File: src/rtl/pwm_dac_pkg.sv
`default_nettype none
// +----------------------------------------------------------------------+
// | pwm_dac_pkg                                                          |
// | Mode encodings and signed-to-offset-binary conversion for the DAC.   |
// | Rev 1.0                                                              |
// +----------------------------------------------------------------------+
package pwm_dac_pkg;

    localparam logic MODE_PWM  = 1'b0;
    localparam logic MODE_SD   = 1'b1;
    localparam int   MAX_WIDTH = 16;

    // Flipping the sign bit maps two's complement onto offset binary.
    function automatic logic [MAX_WIDTH-1:0] to_offset(
        input logic [MAX_WIDTH-1:0] sample,
        input int                   width
    );
        return sample ^ (MAX_WIDTH'(1) << (width - 1));
    endfunction

endpackage
`default_nettype wire

File: src/rtl/pwm_dac_ch.sv
`default_nettype none
// +----------------------------------------------------------------------+
// | pwm_dac_ch                                                           |
// | One DAC channel: active sample, PWM comparator, sigma-delta loop.    |
// | Rev 1.0                                                              |
// +----------------------------------------------------------------------+
module pwm_dac_ch
    import pwm_dac_pkg::*;
#(
    parameter int WIDTH = 8
) (
    input  logic             clk,
    input  logic             rst,
    input  logic             cen,
    input  logic             load,
    input  logic [WIDTH-1:0] load_value,
    input  logic [WIDTH-1:0] cnt,
    input  logic             mode_sd,
    input  logic             acc_clr,
    output logic             dac_out
);

    logic [WIDTH-1:0] active;
    logic [WIDTH-1:0] u;
    logic [WIDTH-1:0] acc;
    logic [WIDTH:0]   sum;

    assign u   = WIDTH'(to_offset(MAX_WIDTH'(active), WIDTH));
    // The accumulator's carry bit is consumed the same cycle it is produced,
    // so only the residue is stored; the carry itself is the registered output.
    assign sum = {1'b0, acc} + {1'b0, u};

    always_ff @(posedge clk) begin
        if (rst) begin
            active  <= '0;
            acc     <= '0;
            dac_out <= 1'b0;
        end else begin
            if (load) begin
                active <= load_value;
            end
            if (cen) begin
                if (mode_sd) begin
                    dac_out <= sum[WIDTH];
                    acc     <= sum[WIDTH-1:0];
                end else begin
                    dac_out <= (cnt < u);
                end
                if (acc_clr) begin
                    acc <= '0;
                end
            end
        end
    end

endmodule
`default_nettype wire

File: src/rtl/pwm_dac_multi.sv
`default_nettype none
// +----------------------------------------------------------------------+
// | pwm_dac_multi                                                        |
// | Multi-channel PWM / sigma-delta DAC with double-buffered samples.    |
// | Rev 1.0                                                              |
// +----------------------------------------------------------------------+
module pwm_dac_multi
    import pwm_dac_pkg::*;
#(
    parameter int WIDTH    = 8,
    parameter int CHANNELS = 2
) (
    input  logic                      clk,
    input  logic                      rst,
    input  logic                      cen,
    input  logic                      mode,
    input  logic [CHANNELS*WIDTH-1:0] sample_in,
    input  logic                      sample_valid,
    input  logic                      clr_ovr,
    output logic [CHANNELS-1:0]       dac_out,
    output logic                      period_start,
    output logic                      overrun
);

    logic [WIDTH-1:0]          cnt;
    logic [CHANNELS*WIDTH-1:0] pending;
    logic [CHANNELS*WIDTH-1:0] next_active;
    logic                      pending_full;
    logic                      mode_latched;
    logic                      wrap;
    logic                      acc_clr;
    logic                      overrun_set;

    assign wrap        = cen && (cnt == {WIDTH{1'b1}});
    assign next_active = (sample_valid && wrap) ? sample_in : pending;
    assign acc_clr     = wrap && (mode != mode_latched);
    assign overrun_set = sample_valid && pending_full && !wrap;

    always_ff @(posedge clk) begin
        if (rst) begin
            cnt <= '0;
        end else if (cen) begin
            cnt <= cnt + WIDTH'(1);
        end
    end

    // Pending tracks whatever went active so a later idle wrap reloads it unchanged.
    always_ff @(posedge clk) begin
        if (rst) begin
            pending      <= '0;
            pending_full <= 1'b0;
        end else if (wrap) begin
            pending      <= next_active;
            pending_full <= 1'b0;
        end else if (sample_valid) begin
            pending      <= sample_in;
            pending_full <= 1'b1;
        end
    end

    always_ff @(posedge clk) begin
        if (rst) begin
            overrun      <= 1'b0;
            mode_latched <= MODE_PWM;
            period_start <= 1'b0;
        end else begin
            if (overrun_set) begin
                overrun <= 1'b1;
            end else if (clr_ovr) begin
                overrun <= 1'b0;
            end
            if (wrap) begin
                mode_latched <= mode;
            end
            period_start <= wrap;
        end
    end

    generate
        for (genvar k = 0; k < CHANNELS; k++) begin : g_ch
            pwm_dac_ch #(
                .WIDTH (WIDTH)
            ) u_ch (
                .clk        (clk),
                .rst        (rst),
                .cen        (cen),
                .load       (wrap),
                .load_value (next_active[k*WIDTH +: WIDTH]),
                .cnt        (cnt),
                .mode_sd    (mode_latched == MODE_SD),
                .acc_clr    (acc_clr),
                .dac_out    (dac_out[k])
            );
        end
    endgenerate

endmodule
`default_nettype wire

File: config.mk
export PLATFORM = sky130hd
export DESIGN_NAME = pwm_dac_multi
export DESIGN_NICKNAME = d
export VERILOG_FILES = /design/src/rtl/pwm_dac_pkg.sv /design/src/rtl/pwm_dac_ch.sv /design/src/rtl/pwm_dac_multi.sv
export SDC_FILE = /design/constraint.sdc
export NUM_CORES = 1
export LEC_CHECK = 0
export CORE_MARGIN = 1.5
export CORE_UTILIZATION = 50
export DETAILED_ROUTE_END_ITERATION = 10
export PLACE_DENSITY = 0.73
export SKIP_LAST_GASP = 1
export SLEW_MARGIN = 10
export SYNTH_ARGS = -nofsm -noshare
export SYNTH_HDL_FRONTEND = slang
export SYNTH_SLANG_ARGS = --single-unit
File: constraint.sdc
create_clock -name clk -period 2.1 [get_ports clk]
set_input_delay 0.42 -clock clk [delete_from_list [all_inputs] [get_ports clk]]
set_output_delay 0.42 -clock clk [all_outputs]
set_load 0.02 [all_outputs]
==> impl_results.md, run 1 <==
* DR vias/cell at 5.498
* Depth of the CTS H-tree at 3
* TNS Setup at 0 ns
* Setup CP Type: flip-flop to flip-flop
* Crit-path slowest cell: fa_1
* Inserted Diodes at 0
* Worst vdd ir at 0.0004286 V
* CP endpoint kind: flip-flop
* Placed Cells incl. Taps at 422
* Routed via count at 2408
* Clock transition at path regs at 0.08 ns
* Warnings, synthesis at 0
* Leak at 1.619 nW
* Final WL at 6.598 mm
* Utilization after layout at 0.6174
* Clock buffer depth at 2
* Register area share after synthesis at 0.4016
* Number of buffers created by CTS at 9
* DP HPWL at 4.697 mm
* CP Data Arrival Time at 2.21 ns
* Gate Count Post-Synth at 324
* Chip width at 81.62 microns
* Max-cap violations at 0
* # IOs at 26
* Starting Density at 0.5189
* CTS Sinks at 62
* Post-synth net total at 379
* Non-filler cells in the finished layout at 438
* Worst-path fanout max at 3
* Post-synthesis cell type count at 39
* WL per Instance at 15.06 microns
* Largest net degree at the start of global routing at 34
* Post-synth EDFFs at 0
* Die area at 0.006662 sq mm
* Cell Area, Synth at 0.003090 sq mm
* Slew @ Worst Pin at 0.7034 ns
* Final hold vios at 0
* Final setup viols at 0
* RSZ-0062 raised after global routing: no
* Ys async rst share at 0
* FF+latch count, synth at 62
* Fmax at 505.7 MHz
* Drt first pass iters at 4
* Power Total at 0.002363 W
* Final period utilization at 0.9417
* Final ANT Viol Nets at 0
* Slew Viols, Final at 0
* CTS tree: done
* Synth-to-Final Area Change at 18.99%
* Post-detailed-route DRC marker count at 0
* Internal reg-to-reg setup slack at 0.12 ns
* Initial antenna violation count at 0
* Largest stage delay, worst path at 0.44 ns
* Row cnt at 28
* Share of cells above drive strength 1 at 0.09642
* Vias in the first global route at 2349
* Overflow after GRT at 0
* Crit path cell chain: ha_1 > fa_1 > a211oi_2 > o21bai_1 > a21oi_2 > o21ai_0 > a22o_1
* Fin Clk Skew at 0.009695 ns
* Top_reg_cell synth: dfxtp_1
* Hold WC Path Type: flip-flop to flip-flop
* Core Area at 0.005956 sq mm
* Final Net Count at 413
* Post-layout minimum cycle time at 1.978 ns
* Slew margin rel. at 0.5296
* Post-CTS Setup Bufs at 0
* Final RePlAce weighted congestion at 0.8351
* GRT Total Usage at 0.2256
* Clk_lat worst skew at 0.34 ns
* Die Ht at 81.62 microns
* Iteration-0 DRC count of the detailed router at 125
* CP Data Required Time at 2.34 ns
* IO buf count at 25
* Synth Area per Inst at 9.538 sq um
* PD cells at 642.6 mW/mm^2
* Root Buffer: clkbuf_8
* Status: completed
* First-pass GRT wire length at 11.16 mm
* Crit start category: flip-flop
-- sequential cells by signal, summed over array words and instances, names as in the netlist --
name / cells
pending: 16
cnt: 8
overrun: 1
mode_latched: 1
pending_full: 1
period_start: 1
g_ch.u_ch.active: 16
g_ch.u_ch.dac_out: 2
g_ch.u_ch.acc: 16
-- stage by stage --
step	area, sq um	hold WS [ns]	setup slack, ns
after floorplan	3090	0.4411	0.2599
after global placement	3477	0.4547	-0.1098
after detailed placement	3477	0.4598	-0.1492
after CTS	3661	0.4780	0.05898
after global routing	3677	0.4955	0.01122
final	3677	0.4771	0.1225
-- metal layers --
metal / routed length [microns] / GRT usage / vias to the layer above
li1: - / - / 1233
met1: 3042 / 0.2737 / 1117
met2: 3136 / 0.3777 / 42
met3: 232 / 0.05111 / 16
met4: 187 / 0.1068 / 0
met5: 0 / 0 / -
-- critical path: cells and delay by family, from the launching register on --
kind	cells	cell delay, ns
DFF	1	0.34
adders and majority gates	2	0.66
AOI/OAI and AO/OA	5	0.89
-- final timing paths --
check | from | end | depth (start not counted)
max | g_ch[0].u_ch.active[0] | g_ch[0].u_ch.dac_out | 7
min | pending_full | pending_full | 1
max reg2reg | g_ch[0].u_ch.active[0] | g_ch[0].u_ch.dac_out | 7
min reg2reg | pending_full | pending_full | 1
-- cells by family after synthesis --
kind of cell | after synthesis | share of synthesized area
AOI/OAI and AO/OA | 79 | 0.1834
DFF | 62 | 0.4016
adders and majority gates | 33 | 0.1385
muxes | 17 | 0.05506
xor gates and xnor gates | 18 | 0.05101
and+or+nand+nor | 83 | 0.1279
buffers and inverters | 32 | 0.04251
-- what timing repair did --
| action | CTS | global route |
|---|---|---|
| setup endpoints to repair | 0 | 14 |
| endpoints found under the hold margin | 0 | 0 |
| gates resized for setup | 0 | 3 |
| hold buffers | 0 | 0 |
-- layout make-up --
class                   count  area (sq um)
fillers                   495          2278
multi-input cells         230          1734
flip-flops and latches     62          1241
repair buffers             38         360.3
clock buffers              10         137.6
well taps                  75         93.84
inverters                  17         63.81
clock inverters             6         46.29
-- cell usage in the layout, fill, tap and decap left out, types with 5 or more instances in the layout --
cell type / count
ha_1: 31
xor2_1: 9
a21oi_1: 13
inv_1: 17
buf_4: 12
nand2b_1: 6
a21o_1: 8
xnor2_1: 9
nand3_1: 5
o21ai_0: 10
a22o_1: 17
o31ai_1: 13
nand2_1: 24
mux2i_1: 17
nor2_1: 31
nand4_1: 7
clkbuf_8: 10
clkdlybuf4s50_1: 25
dfxtp_1: 62
-- Yosys cell counts (3+ instances only) --
cell type,instances,area (sq um)
dfxtp_1,62,1241
ha_1,31,387.9
nor2_1,31,116.4
nand2_1,24,90.09
a22o_1,17,148.9
inv_1,17,63.81
mux2i_1,17,170.2
a21oi_1,14,70.07
o31ai_1,13,97.59
o21ai_0,10,50.05
xnor2_1,9,78.83
xor2_1,9,78.83
a21o_1,8,60.06
clkbuf_1,7,26.28
nand4_1,7,43.79
nand2b_1,6,37.54
nand3_1,5,25.02
a211o_1,3,26.28
a211oi_1,3,22.52
buf_1,3,11.26
buf_2,3,15.01
-- power breakdown --
part,switching [W],leakage [nW],total [W],internal (W)
clock network,0.000505,0.0889,0.000971,0.000466
registers,0.00000912,0.504,0.00121,0.00120
logic,0.0000873,1.03,0.000181,0.0000938
Power figures use the tool's default switching activity.
==> inputs of run 2 (changes only) <==
- ABC_AREA: default -> 1
- CORE_UTILIZATION: 50 -> 58
- CTS_CLUSTER_SIZE: default -> 14
- PLACE_DENSITY: 0.73 -> 0.82
==> run 2 against run 1 <==
Against the previous run: clock skew down 0.0020 ns; die area is 5.8% lower; sequential cell count is the same; synthesized area increased by 9.1%; final area rose by 5.5%; non-clock buffer count shrank 8; global-route usage is 3.1 points higher; fmax up 14%; first-iteration DRC count is 140% higher; power increased by 7.7%; largest power group unchanged.
==> impl_results.md, run 2 <==
* Slew margin rel. at 0.6486 (was 0.5296)
* Max-cap violations at 0 (unchanged)
* Overflow after GRT at 0 (unchanged)
* FF+latch count, synth at 62 (unchanged)
* Crit path cell chain: ha_1 > nand3_2 > nor2_2 > nand3_2 > nand2_2 > nand2_2 > nand2_1 > a21oi_2 (was ha_1 > fa_1 > a211oi_2 > o21bai_1 > a21oi_2 > o21ai_0 > a22o_1)
* Area post-placement at 0.003659 sq mm (was 0.003477 sq mm)
* Number of buffers created by CTS at 9 (unchanged)
* GRT Total Usage at 0.2570 (was 0.2256)
* CTS tree: done (unchanged)
* Die area at 0.006278 sq mm (was 0.006662 sq mm)
* Final WL at 7.218 mm (was 6.598 mm)
* Final RePlAce weighted congestion at 0.9090 (was 0.8351)
* RSZ-0062 raised after global routing: no (unchanged)
* Largest net degree at the start of global routing at 26 (was 34)
* Status: completed (unchanged)
* Routed via count at 2974 (was 2408)
* Synth Area per Inst at 7.096 sq um (was 9.538 sq um)
* Final hold vios at 0 (unchanged)
* Leading area contributor after synthesis: dfxtp_1 (unchanged)
* Commonest cells after routing, fill and taps aside: 117 x nand2_1, 69 x nor2_1, 62 x dfxtp_1 (was 62 x dfxtp_1, 31 x nor2_1, 31 x ha_1)
* Top_reg_cell synth: dfxtp_1 (unchanged)
* DR vias/cell at 5.154 (was 5.498)
* Leak at 1.832 nW (was 1.619 nW)
* Top cells by area, synth: dfxtp_1 37%, nand2_1 13%, ha_1 12% (was dfxtp_1 40%, ha_1 13%, mux2i_1 5.5%)
* Row cnt at 27 (was 28)
* Most numerous cell in the Yosys netlist: nand2_1 (was dfxtp_1)
* CP endpoint kind: flip-flop (unchanged)
* Worst vdd ir at 0.0003984 V (was 0.0004286 V)
* Utilization after layout at 0.7003 (was 0.6174)
* Iteration-0 DRC count of the detailed router at 295 (was 125)
* CP Buf/Inv Count at 0 (unchanged)
* Design area at 0.003880 sq mm (was 0.003677 sq mm)
* Depth of the CTS H-tree at 3 (unchanged)
* Ys async rst share at 0 (unchanged)
* Post-synthesis cell type count at 33 (was 39)
* Final period utilization at 0.8228 (was 0.9417)
* Worst-path fanout max at 11 (was 3)
* Setup CP Type: flip-flop to flip-flop (unchanged)
* Die Ht at 79.24 microns (was 81.62 microns)
* WL per Instance at 12.51 microns (was 15.06 microns)
* Warnings, synthesis at 0 (unchanged)
* Yosys top cell area share at 0.3682 (was 0.4016)
* Final ANT Viol Nets at 0 (unchanged)
* Slew Viols, Final at 0 (unchanged)
* WHS at 0.4721 ns (was 0.4771 ns)
* Hold Buf Count CTS at 0 (unchanged)
* Final Net Count at 556 (was 413)
* CP Data Required Time at 2.32 ns (was 2.34 ns)
* Clock buffer depth at 2 (unchanged)
* Hold WC Path Type: flip-flop to flip-flop (unchanged)
* Final setup viols at 0 (unchanged)
* Drt first pass iters at 4 (unchanged)
* Crit path max-delay family: simple AND/OR/NAND/NOR gates (was compound AO/OA/AOI/OAI gates)
* Post-synth net total at 530 (was 379)
* Gate Count Post-Synth at 475 (was 324)
* Vias in the first global route at 2776 (was 2349)
* Top Registers: g_ch.u_ch.acc x16, g_ch.u_ch.active x16, pending x16 (unchanged)
* TNS Setup at 0 ns (unchanged)
* Cell Area, Synth at 0.003371 sq mm (was 0.003090 sq mm)
* Register area share after synthesis at 0.3682 (was 0.4016)
* Core Area at 0.005540 sq mm (was 0.005956 sq mm)
* IO buf count at 25 (unchanged)
* Post-CTS Setup Bufs at 0 (unchanged)
* Cts repair resizes at 0 (unchanged)
* First-pass GRT wire length at 12.48 mm (was 11.16 mm)
* Most common cell after layout, fill and taps aside: nand2_1 (was dfxtp_1)
* Clock transition at path regs at 0.07 ns (was 0.08 ns)
* Clk_lat worst skew at 0.33 ns (was 0.34 ns)
* # IOs at 26 (unchanged)
* Share of cells above drive strength 1 at 0.06931 (was 0.09642)
* Fill count at 497 (was 495)
* Largest stage delay, worst path at 0.45 ns (was 0.44 ns)
* CP Data Arrival Time at 1.95 ns (was 2.21 ns)
* Fmax at 578.7 MHz (was 505.7 MHz)
* Leading cell types by count after synthesis: 117 x nand2_1, 69 x nor2_1, 62 x dfxtp_1, 58 x inv_1, 37 x o21ai_0 (was 62 x dfxtp_1, 31 x ha_1, 31 x nor2_1, 24 x nand2_1)
* Synth-to-Final Area Change at 15.11% (was 18.99%)
* Post-layout minimum cycle time at 1.728 ns (was 1.978 ns)
* Root Buffer: clkbuf_8 (unchanged)
* Chip width at 79.24 microns (was 81.62 microns)
* Initial antenna violation count at 0 (unchanged)
* Slew @ Worst Pin at 0.5266 ns (was 0.7034 ns)
* Crit-path slowest cell: dfxtp_1 (was fa_1)
* Crit start category: flip-flop (unchanged)
* Inserted Diodes at 0 (unchanged)
* Post-detailed-route DRC marker count at 0 (unchanged)
* CTS Sinks at 62 (unchanged)
* Post-synth EDFFs at 0 (unchanged)
* Starting Density at 0.6084 (was 0.5189)
* PD cells at 655.8 mW/mm^2 (was 642.6 mW/mm^2)
* DP HPWL at 5.472 mm (was 4.697 mm)
* Fin Clk Skew at 0.007736 ns (was 0.009695 ns)
[run 2: cell families after synthesis]
group,after synthesis,synth area share
AND/OR/NAND/NOR,224,0.2747
buffers and inverters,77,0.09651
AO/OA/AOI/OAI,73,0.1180
flip-flops,62,0.3682
adder cells (fa/ha/maj),33,0.1269
XOR/XNOR,6,0.01559
[run 2: final cells by class]
| class | instances | area, sq um | area share |
|---|---|---|---|
| clock buffers | 11 | 151.4 | 0.03902 |
| inverters | 62 | 235.2 | 0.06063 |
| flip-flops and latches | 62 | 1241 | 0.3199 |
| repair buffers | 30 | 287.8 | 0.07417 |
| clock inverters | 4 | 70.07 | 0.01806 |
| multi-input cells | 336 | 1804 | 0.4650 |
| well taps | 72 | 90.09 | 0.02322 |
[run 2: tightest hold or removal path, cell delays in order, from the launching register on]
cell and delay (ns):
dfxtp_1 0.31, inv_1 0.05, o31ai_1 0.07
[run 2: through the flow]
step	instances	worst slack (ns)	power (W)
floorplan	475	0.5026	0.001333
global placement	562	0.2317	0.001394
detailed placement	562	0.1410	0.001397
CTS	577	0.3757	0.002552
global route	577	0.2540	0.002628
finish	577	0.3721	0.002544
[run 2: worst paths after layout]
check	endpoint	from	slack, ns	cells past startpoint
setup / recovery	g_ch[0].u_ch.acc[3]	cnt[1]	0.37	8
hold / removal	overrun	overrun	0.47	2
hold reg to reg	overrun	overrun	0.47	2
setup reg to reg	g_ch[0].u_ch.acc[3]	cnt[1]	0.37	8
[run 2: where the power goes]
part	internal [W]	switching (W)	total [W]
sequential	0.00121	0.0000144	0.00122
combinational	0.0000711	0.0000820	0.000153
clock	0.000722	0.000449	0.00117
[run 2: metal layers]
metal | GRT usage | up-vias | share of wire
met5 | 0 | - | 0
met4 | 0.1000 | 0 | 0.016
met3 | 0.05172 | 13 | 0.058
met2 | 0.4214 | 74 | 0.47
met1 | 0.3312 | 1323 | 0.46
li1 | - | 1564 | -
